--- config.mk ---
export PLATFORM = sky130hd
export DESIGN_NAME = pipe_stage_reg
export DESIGN_NICKNAME = d
export VERILOG_FILES = /design/src/rtl/pipe_stage_reg.sv
export SDC_FILE = /design/constraint.sdc
export NUM_CORES = 1
export LEC_CHECK = 0
export ABC_AREA = 1
export CORE_AREA = 3 3 86 88
export CTS_CLUSTER_DIAMETER = 120
export CTS_CLUSTER_SIZE = 30
export DETAILED_ROUTE_END_ITERATION = 7
export DIE_AREA = 0 0 89 91
export GPL_ROUTABILITY_DRIVEN = 0
export PLACE_DENSITY_LB_ADDON = 0.12
export RECOVER_POWER = 25
export SETUP_SLACK_MARGIN = 0.4
export SLEW_MARGIN = 25
export SYNTH_ARGS = -nofsm -noshare
export SYNTH_HDL_FRONTEND = slang
export SYNTH_SLANG_ARGS = --single-unit
--- constraint.sdc ---
create_clock -name clk -period 2 [get_ports clk]
set_clock_uncertainty 0.2 [all_clocks]
set_input_delay 0.2 -clock clk [delete_from_list [all_inputs] [get_ports clk]]
set_output_delay 0.2 -clock clk [all_outputs]
set_load 0.01 [all_outputs]
--- src/rtl/pipe_stage_reg.sv ---
// pipe_stage_reg: valid/ready pipeline register with NOP-bubble ctrl, flush and saturating stall counter.
// Define PIPE_STAGE_SKID_EN for the two-entry skid variant with a registered in_ready.
module pipe_stage_reg #(
    parameter int DATA_W = 32,
    parameter int CTRL_W = 16,
    parameter int CNT_W  = 16
) (
    input  logic              clk,
    input  logic              rst,
    input  logic              flush,
    input  logic              in_valid,
    output logic              in_ready,
    input  logic [DATA_W-1:0] in_data,
    input  logic [CTRL_W-1:0] in_ctrl,
    output logic              out_valid,
    input  logic              out_ready,
    output logic [DATA_W-1:0] out_data,
    output logic [CTRL_W-1:0] out_ctrl,
    output logic [CNT_W-1:0]  stall_cnt
);
    logic              acc, rel;
    logic [CNT_W-1:0]  stall_q, stall_d;
    logic [CTRL_W-1:0] ctrl_out;
    assign acc       = in_valid && in_ready;
    assign rel       = out_valid && out_ready;
    assign out_ctrl  = out_valid ? ctrl_out : '0;
    assign stall_cnt = stall_q;
    always_comb begin
        stall_d = (out_valid && !out_ready && stall_q != '1) ? stall_q + CNT_W'(1) : stall_q;
    end
    always_ff @(posedge clk) begin
        stall_q <= rst ? '0 : stall_d;
    end
`ifdef PIPE_STAGE_SKID_EN
    typedef enum logic [1:0] {EMPTY, ONE, FULL} state_t;
    state_t            state_q, state_d;
    logic              in_ready_q, in_ready_d;
    logic [DATA_W-1:0] main_data_q, main_data_d, skid_data_q, skid_data_d;
    logic [CTRL_W-1:0] main_ctrl_q, main_ctrl_d, skid_ctrl_q, skid_ctrl_d;
    assign in_ready  = in_ready_q && !rst;
    assign out_valid = state_q != EMPTY;
    assign out_data  = main_data_q;
    assign ctrl_out  = main_ctrl_q;
    always_comb begin
        state_d     = state_q;
        main_data_d = main_data_q;
        main_ctrl_d = main_ctrl_q;
        skid_data_d = skid_data_q;
        skid_ctrl_d = skid_ctrl_q;
        case (state_q)
            EMPTY: begin
                if (acc) begin
                    state_d     = ONE;
                    main_data_d = in_data;
                    main_ctrl_d = in_ctrl;
                end
            end
            ONE: begin
                if (acc && rel) begin
                    main_data_d = in_data;
                    main_ctrl_d = in_ctrl;
                end else if (acc) begin
                    state_d     = FULL;
                    skid_data_d = in_data;
                    skid_ctrl_d = in_ctrl;
                end else if (rel) begin
                    state_d = EMPTY;
                end
            end
            FULL: begin
                // in_ready is low here, so only a release can happen
                if (rel) begin
                    state_d     = ONE;
                    main_data_d = skid_data_q;
                    main_ctrl_d = skid_ctrl_q;
                    skid_data_d = '0;
                    skid_ctrl_d = '0;
                end
            end
            default: state_d = EMPTY;
        endcase
        if (flush) begin
            state_d     = EMPTY;
            main_data_d = '0;
            main_ctrl_d = '0;
            skid_data_d = '0;
            skid_ctrl_d = '0;
        end
        in_ready_d = state_d != FULL;
    end
    always_ff @(posedge clk) begin
        if (rst) begin
            state_q     <= EMPTY;
            in_ready_q  <= 1'b1;
            main_data_q <= '0;
            main_ctrl_q <= '0;
            skid_data_q <= '0;
            skid_ctrl_q <= '0;
        end else begin
            state_q     <= state_d;
            in_ready_q  <= in_ready_d;
            main_data_q <= main_data_d;
            main_ctrl_q <= main_ctrl_d;
            skid_data_q <= skid_data_d;
            skid_ctrl_q <= skid_ctrl_d;
        end
    end
`else
    logic              valid_q, valid_d;
    logic [DATA_W-1:0] data_q, data_d;
    logic [CTRL_W-1:0] ctrl_q, ctrl_d;
    assign in_ready  = rst || !valid_q || out_ready;
    assign out_valid = valid_q;
    assign out_data  = data_q;
    assign ctrl_out  = ctrl_q;
    always_comb begin
        valid_d = flush ? 1'b0 : acc ? 1'b1 : rel ? 1'b0 : valid_q;
        data_d  = flush ? '0 : acc ? in_data : data_q;
        ctrl_d  = flush ? '0 : acc ? in_ctrl : ctrl_q;
    end
    always_ff @(posedge clk) begin
        if (rst) begin
            valid_q <= 1'b0;
            data_q  <= '0;
            ctrl_q  <= '0;
        end else begin
            valid_q <= valid_d;
            data_q  <= data_d;
            ctrl_q  <= ctrl_d;
        end
    end
`endif
endmodule

==> flow_metrics.tcl <==
set metrics [dict create \
    status "finished clean" \
    slew_headroom_pct 81.3 \
    synth_top_family_by_area "simple AND/OR/NAND/NOR gates" \
    antenna_found_initial 0 \
    slowest_delay_ps 360 \
    grt_max_degree 50 \
    setup_violations 0 \
    start_util_pct 41.3 \
    wl_per_cell_um 14.9 \
    drtIter0Drc 156 \
    cts_sinks 65 \
    antennaDiodeCount 0 \
    syn-cell-area_mm2 0.00277 \
    drive_gt1_share_pct 30.1 \
    clk_pin_slew_ps 80 \
    core-area_mm2 0.00672 \
    cap_violations 0 \
    startpoint_type "register" \
    die_x_um 89 \
    hold_viol 0 \
    die_y_um 91 \
    p_per_area_mw_per_mm2 604 \
    hold_depth 3 \
    syn_to_final_growth_pct 80.6 \
    cts_tree "done" \
    die_area_mm2 0.00810 \
    grt_pass1_vias 2787 \
    synthAdderAreaFrac_pct 0.451 \
    grt_use_total_pct 21.1 \
    synth_seq_cells 65 \
    fin_setup_tns_ps 0 \
    numPortBuffers 118 \
    worstPathArrival_ps 1720 \
    pwr-share-comb_pct 15.8 \
    dr.pass1.iters 4 \
    ys_seq_area_share_pct 46.9 \
    critPathMaxFanout 5 \
    switchingPower_mw 0.732 \
    syn-num-nets 445 \
    ir_worst_vdd_v 0.000361 \
    rsz0062_at_grt "yes" \
    slew_violations 0 \
    criticalPathCategory "register to register" \
    worst_slack_ps 303 \
    swShare_pct 24.2 \
    cts_root_buffer "clkbuf_8" \
    worst_path_max_delay_cell "dfxtp_4" \
    grt_pass1_wl_um 13400 \
    worst_pin_slew_ps 279 \
    power.leakage_nw 2.34 \
    drc 0 \
    htreeDepth 3 \
    postSynthCellCount 391 \
    fillCellCount 525 \
    cts_buffer_depth 2 \
    nets 590 \
    yosysWarnings 0 \
    period_share_pct 84.8 \
    path_cells "buf_12 -> buf_8 -> nand2_8 -> buf_4 -> nor2_4 -> nand3_2 -> nor2_2 -> nand3_1 -> nand2_1 -> nor2_1" \
    numCtsBuffers 9 \
    vias 3102 \
    period_minus_slack_ps 1700 \
    synth-compound-area-share_pct 11.2 \
    clkPwrFrac_pct 39.8 \
    hp-class "input port to register" \
    ant_nets 0 \
    avgViaCountPerCell 5.00 \
    overflow 0 \
    ff_latch_area_mm2 0.00132 \
    internal_power_mw 2.29 \
    wl_um 9250 \
    pre_cts_ws_ps 113 \
    worstSkewPairLatency_ps 340 \
    critPathRequiredTime_ps 2030 \
    cts_hold_buf 0 \
    worstRegToRegCells 10 \
    num_rows 30 \
    synthMuxAreaShare_pct 0 \
    multi_input_comb_area_mm2 0.00159 \
    avgSynthCellArea_um2 7.09 \
    critPathCaptureType "register" \
    critical_path_buf_inv_count 3 \
    io_pins 119 \
    synthSimpleGateAreaFrac_pct 32.1 \
    fmax_mhz 589 \
    cp.depth 10 \
    dp_hpwl_um 4840 \
    crit_family "simple AND/OR/NAND/NOR gates" \
    synthDistinctLibCells 19 \
    yosys.area_share.xor_xnor_pct 0 \
    seq_power_share_pct 44.4 \
]
[power groups by stage]
stage	clock network, mW	logic (mW)	registers (mW)
detailed placement	0	0.317	1.37
finish	1.20	0.478	1.34
floorplan	0	0.130	1.38
CTS	1.23	0.419	1.34
global route	1.29	0.511	1.35
global placement	0	0.315	1.37
[layout by cell type (no fill, tap or decap), types with 2 or more instances in the layout]
cell type | synthesis | layout
nand2_1 | 149 | 113
clkbuf_8 | 0 | 9
inv_8 | 0 | 2
nand2_4 | 2 | 12
nand2_2 | 0 | 24
clkdlybuf4s15_1 | 0 | 2
inv_1 | 26 | 24
nor2_2 | 5 | 7
dlygate4sd2_1 | 0 | 48
clkbuf_16 | 0 | 3
nand4_4 | 1 | 3
inv_2 | 2 | 3
a21oi_1 | 62 | 42
buf_12 | 0 | 11
nand3_1 | 17 | 16
nor2_4 | 0 | 8
buf_6 | 8 | 8
buf_2 | 7 | 8
bufinv_16 | 0 | 2
buf_16 | 0 | 6
clkinv_2 | 0 | 3
a21oi_2 | 0 | 20
dfxtp_1 | 65 | 53
dfxtp_2 | 0 | 11
nor2_1 | 34 | 24
buf_4 | 0 | 12
nand2_8 | 1 | 3
clkdlybuf4s50_1 | 0 | 52
[stage by stage]
stage	std cells	hold WS, ps	area (um2)	utilization, %	power (mW)
after global placement	575	251	4000	59.5	1.69
after CTS	611	192	4630	68.9	2.99
after global routing	621	204	5010	74.5	3.15
after floorplan	391	121	2780	-	1.51
after detailed placement	575	254	4000	59.5	1.69
final	621	209	5010	74.5	3.03
[state kept, by name, indices dropped and copies added (netlist names)]
name / cells
out_valid: 1
ctrl_out: 16
out_data: 32
stall_cnt: 16
[cells by family (layout without fill, tap and decap cells)]
group                      count (synthesis)  after routing
AOI/OAI and AO/OA                         62             62
DFF                                       65             65
adders and majority gates                  1              1
and+or+nand+nor                          213            216
buffers and inverters                     50            197
[final cells by class]
class | count | area share [%]
timing repair buffer | 152 | 33.2
multi-input combinational | 279 | 31.8
sequential | 65 | 26.3
tap | 80 | 2.00
clock buffer | 10 | 2.55
clock inverter | 6 | 1.65
inverter | 29 | 2.47
[worst register-to-register path, cell delays in order, from the launching register on]
cell,delay (ps)
dfxtp_4,360
buf_12,100
buf_8,100
nand2_8,60
buf_4,170
nor2_4,140
nand3_2,110
nor2_2,150
nand3_1,80
nand2_1,70
nor2_1,40
[cells in the mapped netlist (all sizes together)]
library cell	count	area, um2
a21oi	62	310
buf	15	125
clkbuf	6	22.5
dfxtp	65	1300
ha	1	12.5
inv	29	111
nand2	152	602
nand3	17	85.1
nand4	2	27.5
nor2	39	159
nor3	2	10.0
or2	1	6.26
[path summary, 6_finish.rpt]
check / startpoint / end / slack (ps)
max: out_valid / stall_cnt[14] / 300
max reg2reg: out_valid / stall_cnt[14] / 300
min reg2reg: out_data[3] / out_data[3] / 260
min: in_data[30] / out_data[30] / 210
[per-layer routing]
metal | wire, um | global-route usage [%] | vias up
li1 | - | - | 1529
met5 | 0 | 0 | -
met3 | 663 | 6.17 | 14
met1 | 3940 | 27.7 | 1447
met2 | 4480 | 32.3 | 112
met4 | 163 | 8.56 | 0
[repair_timing]
| action | 4_1_cts | 5_1_grt |
|---|---|---|
| buffers inserted | 12 | 5 |
| gates resized for setup | 155 | 93 |
| gates cloned | 8 | 5 |
| pin swaps | 3 | 7 |
| setup endpoints to repair | 127 | 78 |
Power figures use the tool's default switching activity.
